==> config.mk <==
export PLATFORM = sky130hd
export DESIGN_NAME = final_logic
export DESIGN_NICKNAME = d
export VERILOG_FILES = /design/src/rtl/final_logic.sv
export SDC_FILE = /design/constraint.sdc
export NUM_CORES = 1
export LEC_CHECK = 0
export CORE_MARGIN = 4
export CORE_UTILIZATION = 41
export DETAILED_ROUTE_END_ITERATION = 10
export GPL_ROUTABILITY_DRIVEN = 0
export GPL_TIMING_DRIVEN = 0
export MAX_ROUTING_LAYER = met4
export PLACE_DENSITY = 0.88
export SLEW_MARGIN = 20
export SYNTH_ARGS = -nofsm -noshare
export SYNTH_HDL_FRONTEND = slang
export SYNTH_SLANG_ARGS = --single-unit
==> constraint.sdc <==
create_clock -name clk -period 1.8 [get_ports clk]
set_clock_uncertainty 0.2 [all_clocks]
set_input_delay 0.27 -clock clk [delete_from_list [all_inputs] [get_ports clk]]
set_output_delay 0.27 -clock clk [all_outputs]
set_load 0.05 [all_outputs]
==> src/rtl/final_logic.sv <==
// ---------------------------------------------------------------------------
// final_logic
//   Egress end of the transmission-layer virtual-channel path. Drains the
//   VC0/VC1 FIFOs filled by the ingress logic, gives VC0 strict priority, and
//   routes every word to destination FIFO D0 (bit 4 = 0) or D1 (bit 4 = 1).
//   Downstream almost-full on either destination pauses new pops. Keeps a
//   wrapping word counter per destination and an idle flag for the
//   transmission-layer controller.
//
// Ports
//   clk             system clock, rising edge
//   reset           asynchronous active-low reset (0 = in reset)
//   init            1 = hold / return to INIT, no new pops
//   empty_fifo_VC0  VC0 FIFO empty
//   empty_fifo_VC1  VC1 FIFO empty
//   data_out_VC0    VC0 FIFO read data, valid the cycle after a pop
//   data_out_VC1    VC1 FIFO read data, valid the cycle after a pop
//   almost_full_D0  destination D0 almost full
//   almost_full_D1  destination D1 almost full
//   pop_VC0_fifo    pop request to VC0 (combinational)
//   pop_VC1_fifo    pop request to VC1 (combinational)
//   data_out        word pushed to the destination FIFOs (registered)
//   push_D0         write strobe for D0 (registered)
//   push_D1         write strobe for D1 (registered)
//   count_D0        words pushed to D0, wraps
//   count_D1        words pushed to D1, wraps
//   idle            1 while in IDLE (registered)
//   state           FSM state: RESET=0, INIT=1, IDLE=2, ACTIVE=3
// ---------------------------------------------------------------------------
module final_logic #(
    parameter int data_width  = 6,
    parameter int count_width = 5
) (
    input  logic                   clk,
    input  logic                   reset,
    input  logic                   init,
    input  logic                   empty_fifo_VC0,
    input  logic                   empty_fifo_VC1,
    input  logic [data_width-1:0]  data_out_VC0,
    input  logic [data_width-1:0]  data_out_VC1,
    input  logic                   almost_full_D0,
    input  logic                   almost_full_D1,
    output logic                   pop_VC0_fifo,
    output logic                   pop_VC1_fifo,
    output logic [data_width-1:0]  data_out,
    output logic                   push_D0,
    output logic                   push_D1,
    output logic [count_width-1:0] count_D0,
    output logic [count_width-1:0] count_D1,
    output logic                   idle,
    output logic [1:0]             state
);

    // Bit of the word that selects the destination FIFO.
    localparam int DEST_BIT = 4;

    localparam logic [count_width-1:0] CNT_ZERO = {count_width{1'b0}};
    localparam logic [count_width-1:0] CNT_ONE  = {{(count_width-1){1'b0}}, 1'b1};
    localparam logic [data_width-1:0]  DATA_ZERO = {data_width{1'b0}};

    typedef enum logic [1:0] {
        ST_RESET  = 2'd0,
        ST_INIT   = 2'd1,
        ST_IDLE   = 2'd2,
        ST_ACTIVE = 2'd3
    } state_t;

    state_t                 r_state;
    state_t                 w_next_state;

    logic                   w_pause;
    logic                   w_pop_vc0;
    logic                   w_pop_vc1;
    logic                   w_pop_any;

    // Read pipeline: a pop in cycle N marks the data valid in cycle N+1.
    logic                   r_rd_valid;
    logic                   r_rd_src;
    logic [data_width-1:0]  w_rd_word;
    logic                   w_rd_dest;

    logic [data_width-1:0]  r_data_out;
    logic                   r_push_d0;
    logic                   r_push_d1;
    logic [count_width-1:0] r_count_d0;
    logic [count_width-1:0] r_count_d1;
    logic                   r_idle;

    // The destination of a word is unknown until it is read, so either
    // almost-full flag stops all new pops.
    assign w_pause = almost_full_D0 | almost_full_D1;

    // Pop decision: VC0 strict priority, at most one pop per cycle.
    always_comb begin
        w_pop_vc0 = 1'b0;
        w_pop_vc1 = 1'b0;
        if ((r_state == ST_ACTIVE) && !init && !w_pause) begin
            w_pop_vc0 = !empty_fifo_VC0;
            w_pop_vc1 = empty_fifo_VC0 & !empty_fifo_VC1;
        end else begin
            w_pop_vc0 = 1'b0;
            w_pop_vc1 = 1'b0;
        end
    end

    assign w_pop_any = w_pop_vc0 | w_pop_vc1;

    // Next-state logic; init always wins over pending FIFO traffic.
    always_comb begin
        w_next_state = r_state;
        case (r_state)
            ST_RESET: begin
                w_next_state = ST_INIT;
            end
            ST_INIT: begin
                // Leave INIT only once the in-flight word has been pushed.
                if (!init && !r_rd_valid) begin
                    w_next_state = ST_IDLE;
                end else begin
                    w_next_state = ST_INIT;
                end
            end
            ST_IDLE: begin
                if (init) begin
                    w_next_state = ST_INIT;
                end else if (!empty_fifo_VC0 || !empty_fifo_VC1) begin
                    w_next_state = ST_ACTIVE;
                end else begin
                    w_next_state = ST_IDLE;
                end
            end
            ST_ACTIVE: begin
                if (init) begin
                    w_next_state = ST_INIT;
                end else if (empty_fifo_VC0 && empty_fifo_VC1 && !w_pop_any && !r_rd_valid) begin
                    w_next_state = ST_IDLE;
                end else begin
                    w_next_state = ST_ACTIVE;
                end
            end
            default: begin
                w_next_state = ST_RESET;
            end
        endcase
    end

    // State register.
    always_ff @(posedge clk or negedge reset) begin
        if (!reset) begin
            r_state <= ST_RESET;
        end else begin
            r_state <= w_next_state;
        end
    end

    // Read pipeline stage: remember that a pop happened and from which VC.
    always_ff @(posedge clk or negedge reset) begin
        if (!reset) begin
            r_rd_valid <= 1'b0;
            r_rd_src   <= 1'b0;
        end else begin
            r_rd_valid <= w_pop_any;
            if (w_pop_any) begin
                r_rd_src <= w_pop_vc1;
            end else begin
                r_rd_src <= r_rd_src;
            end
        end
    end

    assign w_rd_word = r_rd_src ? data_out_VC1 : data_out_VC0;
    assign w_rd_dest = w_rd_word[DEST_BIT];

    // Push stage: a popped word is always pushed, even if a pause arrived
    // meanwhile; the almost-full margin absorbs it.
    always_ff @(posedge clk or negedge reset) begin
        if (!reset) begin
            r_data_out <= DATA_ZERO;
            r_push_d0  <= 1'b0;
            r_push_d1  <= 1'b0;
            r_count_d0 <= CNT_ZERO;
            r_count_d1 <= CNT_ZERO;
        end else if (r_rd_valid) begin
            r_data_out <= w_rd_word;
            r_push_d0  <= !w_rd_dest;
            r_push_d1  <= w_rd_dest;
            if (w_rd_dest) begin
                r_count_d1 <= r_count_d1 + CNT_ONE;
            end else begin
                r_count_d0 <= r_count_d0 + CNT_ONE;
            end
        end else begin
            r_push_d0 <= 1'b0;
            r_push_d1 <= 1'b0;
        end
    end

    // Idle flag registered from the next state so it tracks state exactly.
    always_ff @(posedge clk or negedge reset) begin
        if (!reset) begin
            r_idle <= 1'b0;
        end else begin
            r_idle <= (w_next_state == ST_IDLE);
        end
    end

    assign pop_VC0_fifo = w_pop_vc0;
    assign pop_VC1_fifo = w_pop_vc1;
    assign data_out     = r_data_out;
    assign push_D0      = r_push_d0;
    assign push_D1      = r_push_d1;
    assign count_D0     = r_count_d0;
    assign count_D1     = r_count_d1;
    assign idle         = r_idle;
    assign state        = r_state;

endmodule

==> results of run 1 <==
[sequential cells by signal (all words and copies together), names as in the netlist]
name,cells
data_out,6
r_rd_valid,1
state,2
push_D0,1
idle,1
push_D1,1
count_D1,5
count_D0,5
r_rd_src,1
[timing repair]
action,CTS,global route
endpoints found under the hold margin,0,23
hold buffers,0,1
resized for setup,39,7
pin swaps,2,2
setup buffers,4,1
setup endpoints to repair,23,6
[critical path, cell delays in order]
cell and delay [ns]:
clkdlybuf4s50_1 0.42, or4_4 0.56, buf_4 0.17, nor2_4 0.08, buf_8 0.15
[metrics by stage]
stage	setup TNS, ns	hold WS [ns]	area [µm²]	total power [mW]
3_3_place_gp	-2.03	0.257	1480	1.54
3_5_place_dp	-2.08	0.262	1480	1.56
4_1_cts	-0.655	0.283	1520	1.74
5_1_grt	-0.766	0.287	1540	1.82
6_report	-0.625	0.250	1540	1.71
2_1_floorplan	-0.315	-0.226	1040	1.26
[worst paths after layout]
path / from / endpoint / cells past startpoint / slack (ns)
max: almost_full_D0 / pop_VC0_fifo / 5 / -0.31
min: reset / idle$_DFF_PN0_ / 2 / 0.25
max reg2reg: state[0]$_DFF_PN0_ / r_rd_src$_DFFE_PN0P_ / 5 / 0.12
min reg2reg: count_D0[4]$_DFFE_PN0P_ / count_D0[4]$_DFFE_PN0P_ / 1 / 0.28
max in group asynchronous: reset / state[1]$_DFF_PN0_ / 2 / 0.80
min in group clk: count_D0[4]$_DFFE_PN0P_ / count_D0[4]$_DFFE_PN0P_ / 1 / 0.28
[power groups by stage]
| stage | clock network [mW] | logic, mW | registers [mW] |
|---|---|---|---|
| CTS | 0.243 | 0.792 | 0.701 |
| floorplan | 0 | 0.210 | 1.05 |
| detailed placement | 0 | 0.843 | 0.717 |
| global route | 0.268 | 0.831 | 0.717 |
| finish | 0.230 | 0.784 | 0.699 |
| global placement | 0 | 0.832 | 0.709 |
[layer usage]
layer | global-route usage [%] | vias to the layer above | wire [µm]
met1 | 17.5 | 369 | 883
met3 | 3.56 | 4 | 137
met4 | 4.97 | 0 | 26
li1 | - | 398 | -
met2 | 23.7 | 26 | 1090
met5 | - | - | 0
[final cells by class]
type / instances / share of cell area (%)
Buffer: 3 / 1.30
Clock buffer: 3 / 1.47
Clock inverter: 1 / 0.489
Inverter: 2 / 0.489
Multi-Input combinational cell: 57 / 28.1
Sequential cell: 23 / 37.7
Tap cell: 28 / 2.28
Timing Repair Buffer: 47 / 28.2
[Yosys cell counts (2+ instances only)]
| library cell | count |
|---|---|
| o21a_1 | 2 |
| xnor2_1 | 4 |
| nand3_1 | 4 |
| and3_1 | 2 |
| mux2i_1 | 5 |
| a21oi_1 | 7 |
| inv_1 | 2 |
| mux2_4 | 2 |
| nand2_1 | 4 |
| xor2_1 | 4 |
| nor3_1 | 3 |
| dfrtp_1 | 23 |
| ha_1 | 2 |
| nor2_1 | 8 |
[cells by family after synthesis]
family                   count (synthesis)  share of synthesized area (%)
flip-flops                              23                           56.8
multiplexers                             8                           10.1
buffers and inverters                    5                           2.72
AO/OA/AOI/OAI                           12                           6.91
XOR/XNOR                                 8                           6.91
adder cells (fa/ha/maj)                  2                           2.47
AND/OR/NAND/NOR                         27                           14.1
==> summary.txt, run 1 <==
Route
  • Violation count after the first detailed-route iteration: 5
  • Total routed wirelength: 2.14 mm
  • Routed length per placed instance: 13.0 µm
  • Residual antenna-violating net count after detailed routing: 0
  • Drt pass-1 iters: 3
  • Vias post-DR: 797
  • Detailed-route vias per instance: 4.86
  • DRC viols: 0

Power and ir drop
  • Combinational share of power: 45.8%
  • Highest ir drop seen on vdd: 0.922 mV
  • Clk pwr share: 13.4%
  • Leakage component of the power: 0.726 nW
  • Relative contribution of sequential cells to total power: 40.8%
  • Power Density: 1120 nW/µm²
  • Fraction of power spent switching nets: 43.2%
  • Pint: 0.974 mW
  • Net switching power: 0.739 mW

Final layout
  • Most frequent standard cell in the layout excluding fill and tap cells: dfrtp_1
  • Antenna cell count: 0
  • Synthesis-to-layout area growth: 51.5%
  • Final Net Count: 158
  • Most frequent cells in the layout: dfrtp_1, clkdlybuf4s50_1, dlygate4sd2_1
  • Filler-free cell count of the finished design: 164
  • Filler instances: 180
  • Area taken by multi-input logic gates: 432 µm²
  • Proportion of layout cells with a drive suffix above 1: 21.3%
  • Register area: 578 µm²
  • Core occupancy in the finished layout: 67.5%

Floorplanning
  • Die height: 57.7 µm
  • Die Footprint: 3330 µm²
  • Starting density of the core: 44.5%
  • Area inside the core boundary: 2280 µm²
  • Site Rows: 17
  • Io pins: 42
  • Floorplan die width: 57.7 µm

STA
  • Final-report setup violation count: 2
  • Endpoints failing hold: 0
  • Worst slew margin: 66.1%
  • Timing-limited maximum frequency: 473 MHz
  • Unrepaired setup endpoints after global routing: true
  • Worst setup slack after layout: -0.314 ns
  • Share of the cycle needed by the critical path after routing: 117%
  • Pins Over Slew Limit: 0
  • Min Tclk post-route: 2.11 ns
  • Slew at the pin with the worst max-slew slack: 0.511 ns

Status
  • Violations in the final reports: setup timing
  • Result of the run: finished, violations left

GRT
  • Pin count of the biggest net entering global routing: 24
  • Residual overflow from global routing: 0
  • Total routing usage reported by global routing: 14.5%
  • Antenna violations before repair: 0
  • First-pass GRT wire length: 3.68 mm
  • Via count of the first global-routing pass: 828

Synthesis
  • Fraction of synthesis flops using an asynchronous set or reset pin: 100%
  • Synthesis Warnings: 0
  • Number of flops mapped to enable cells by yosys: 0
  • Syn Std Cell Area: 1010 µm²
  • Number of cells produced by synthesis: 85
  • Sequential-to-total area share from yosys stat: 56.8%
  • Post-synth net total: 106
  • Share of Yosys cell area claimed by the top area cell type: 56.8%
  • Top area cells in the synthesized netlist: dfrtp_1, mux2i_1, a21oi_1
  • Post-synth cell types: 27
  • Mean instance size in the synthesized netlist: 11.9 µm²
  • Post-synthesis sequential element count: 23
  • Top flip-flop cell by instance count after synthesis: dfrtp_1
  • Synth area leader: dfrtp_1

Clock network
  • Clock insertion delay at the later pin of the skew report: 0.30 ns
  • Number of buffers created by CTS: 3
  • Clock sink total: 23
  • Count of H-tree levels built during CTS: 1
  • Reg clk slew, reported paths: 0.13 ns
  • Longest Clk Path Bufs: 2
  • Cell chosen for the clock root: clkbuf_4
  • CTS tree: yes

Worst setup path
  • Required arrival time at the worst endpoint: 1.33 ns
  • Worst Setup Start Kind: primary input
  • Start-to-end type of the worst setup path: in -> out
  • Setup crit end kind: output port
  • Endpoint arrival time on the critical path: 1.64 ns
  • CP max FO: 2

Place
  • Placed instance count: 154
  • Port Buffers: 41
  • Pre-CTS setup slack: -1.04 ns
  • Sum of net half-perimeters after detailed placement: 1.69 mm

Min path
  • Kind of path behind the tightest hold check: in -> async

Run
  • Max-cap violation count: 0
No activity file was read; power rests on OpenSTA's default activity.
==> run 2: changes to the inputs <==
- CAP_MARGIN: default -> 25
==> results of run 2 <==
No change in the layout: final DEF, timing and power equal those of run 1.
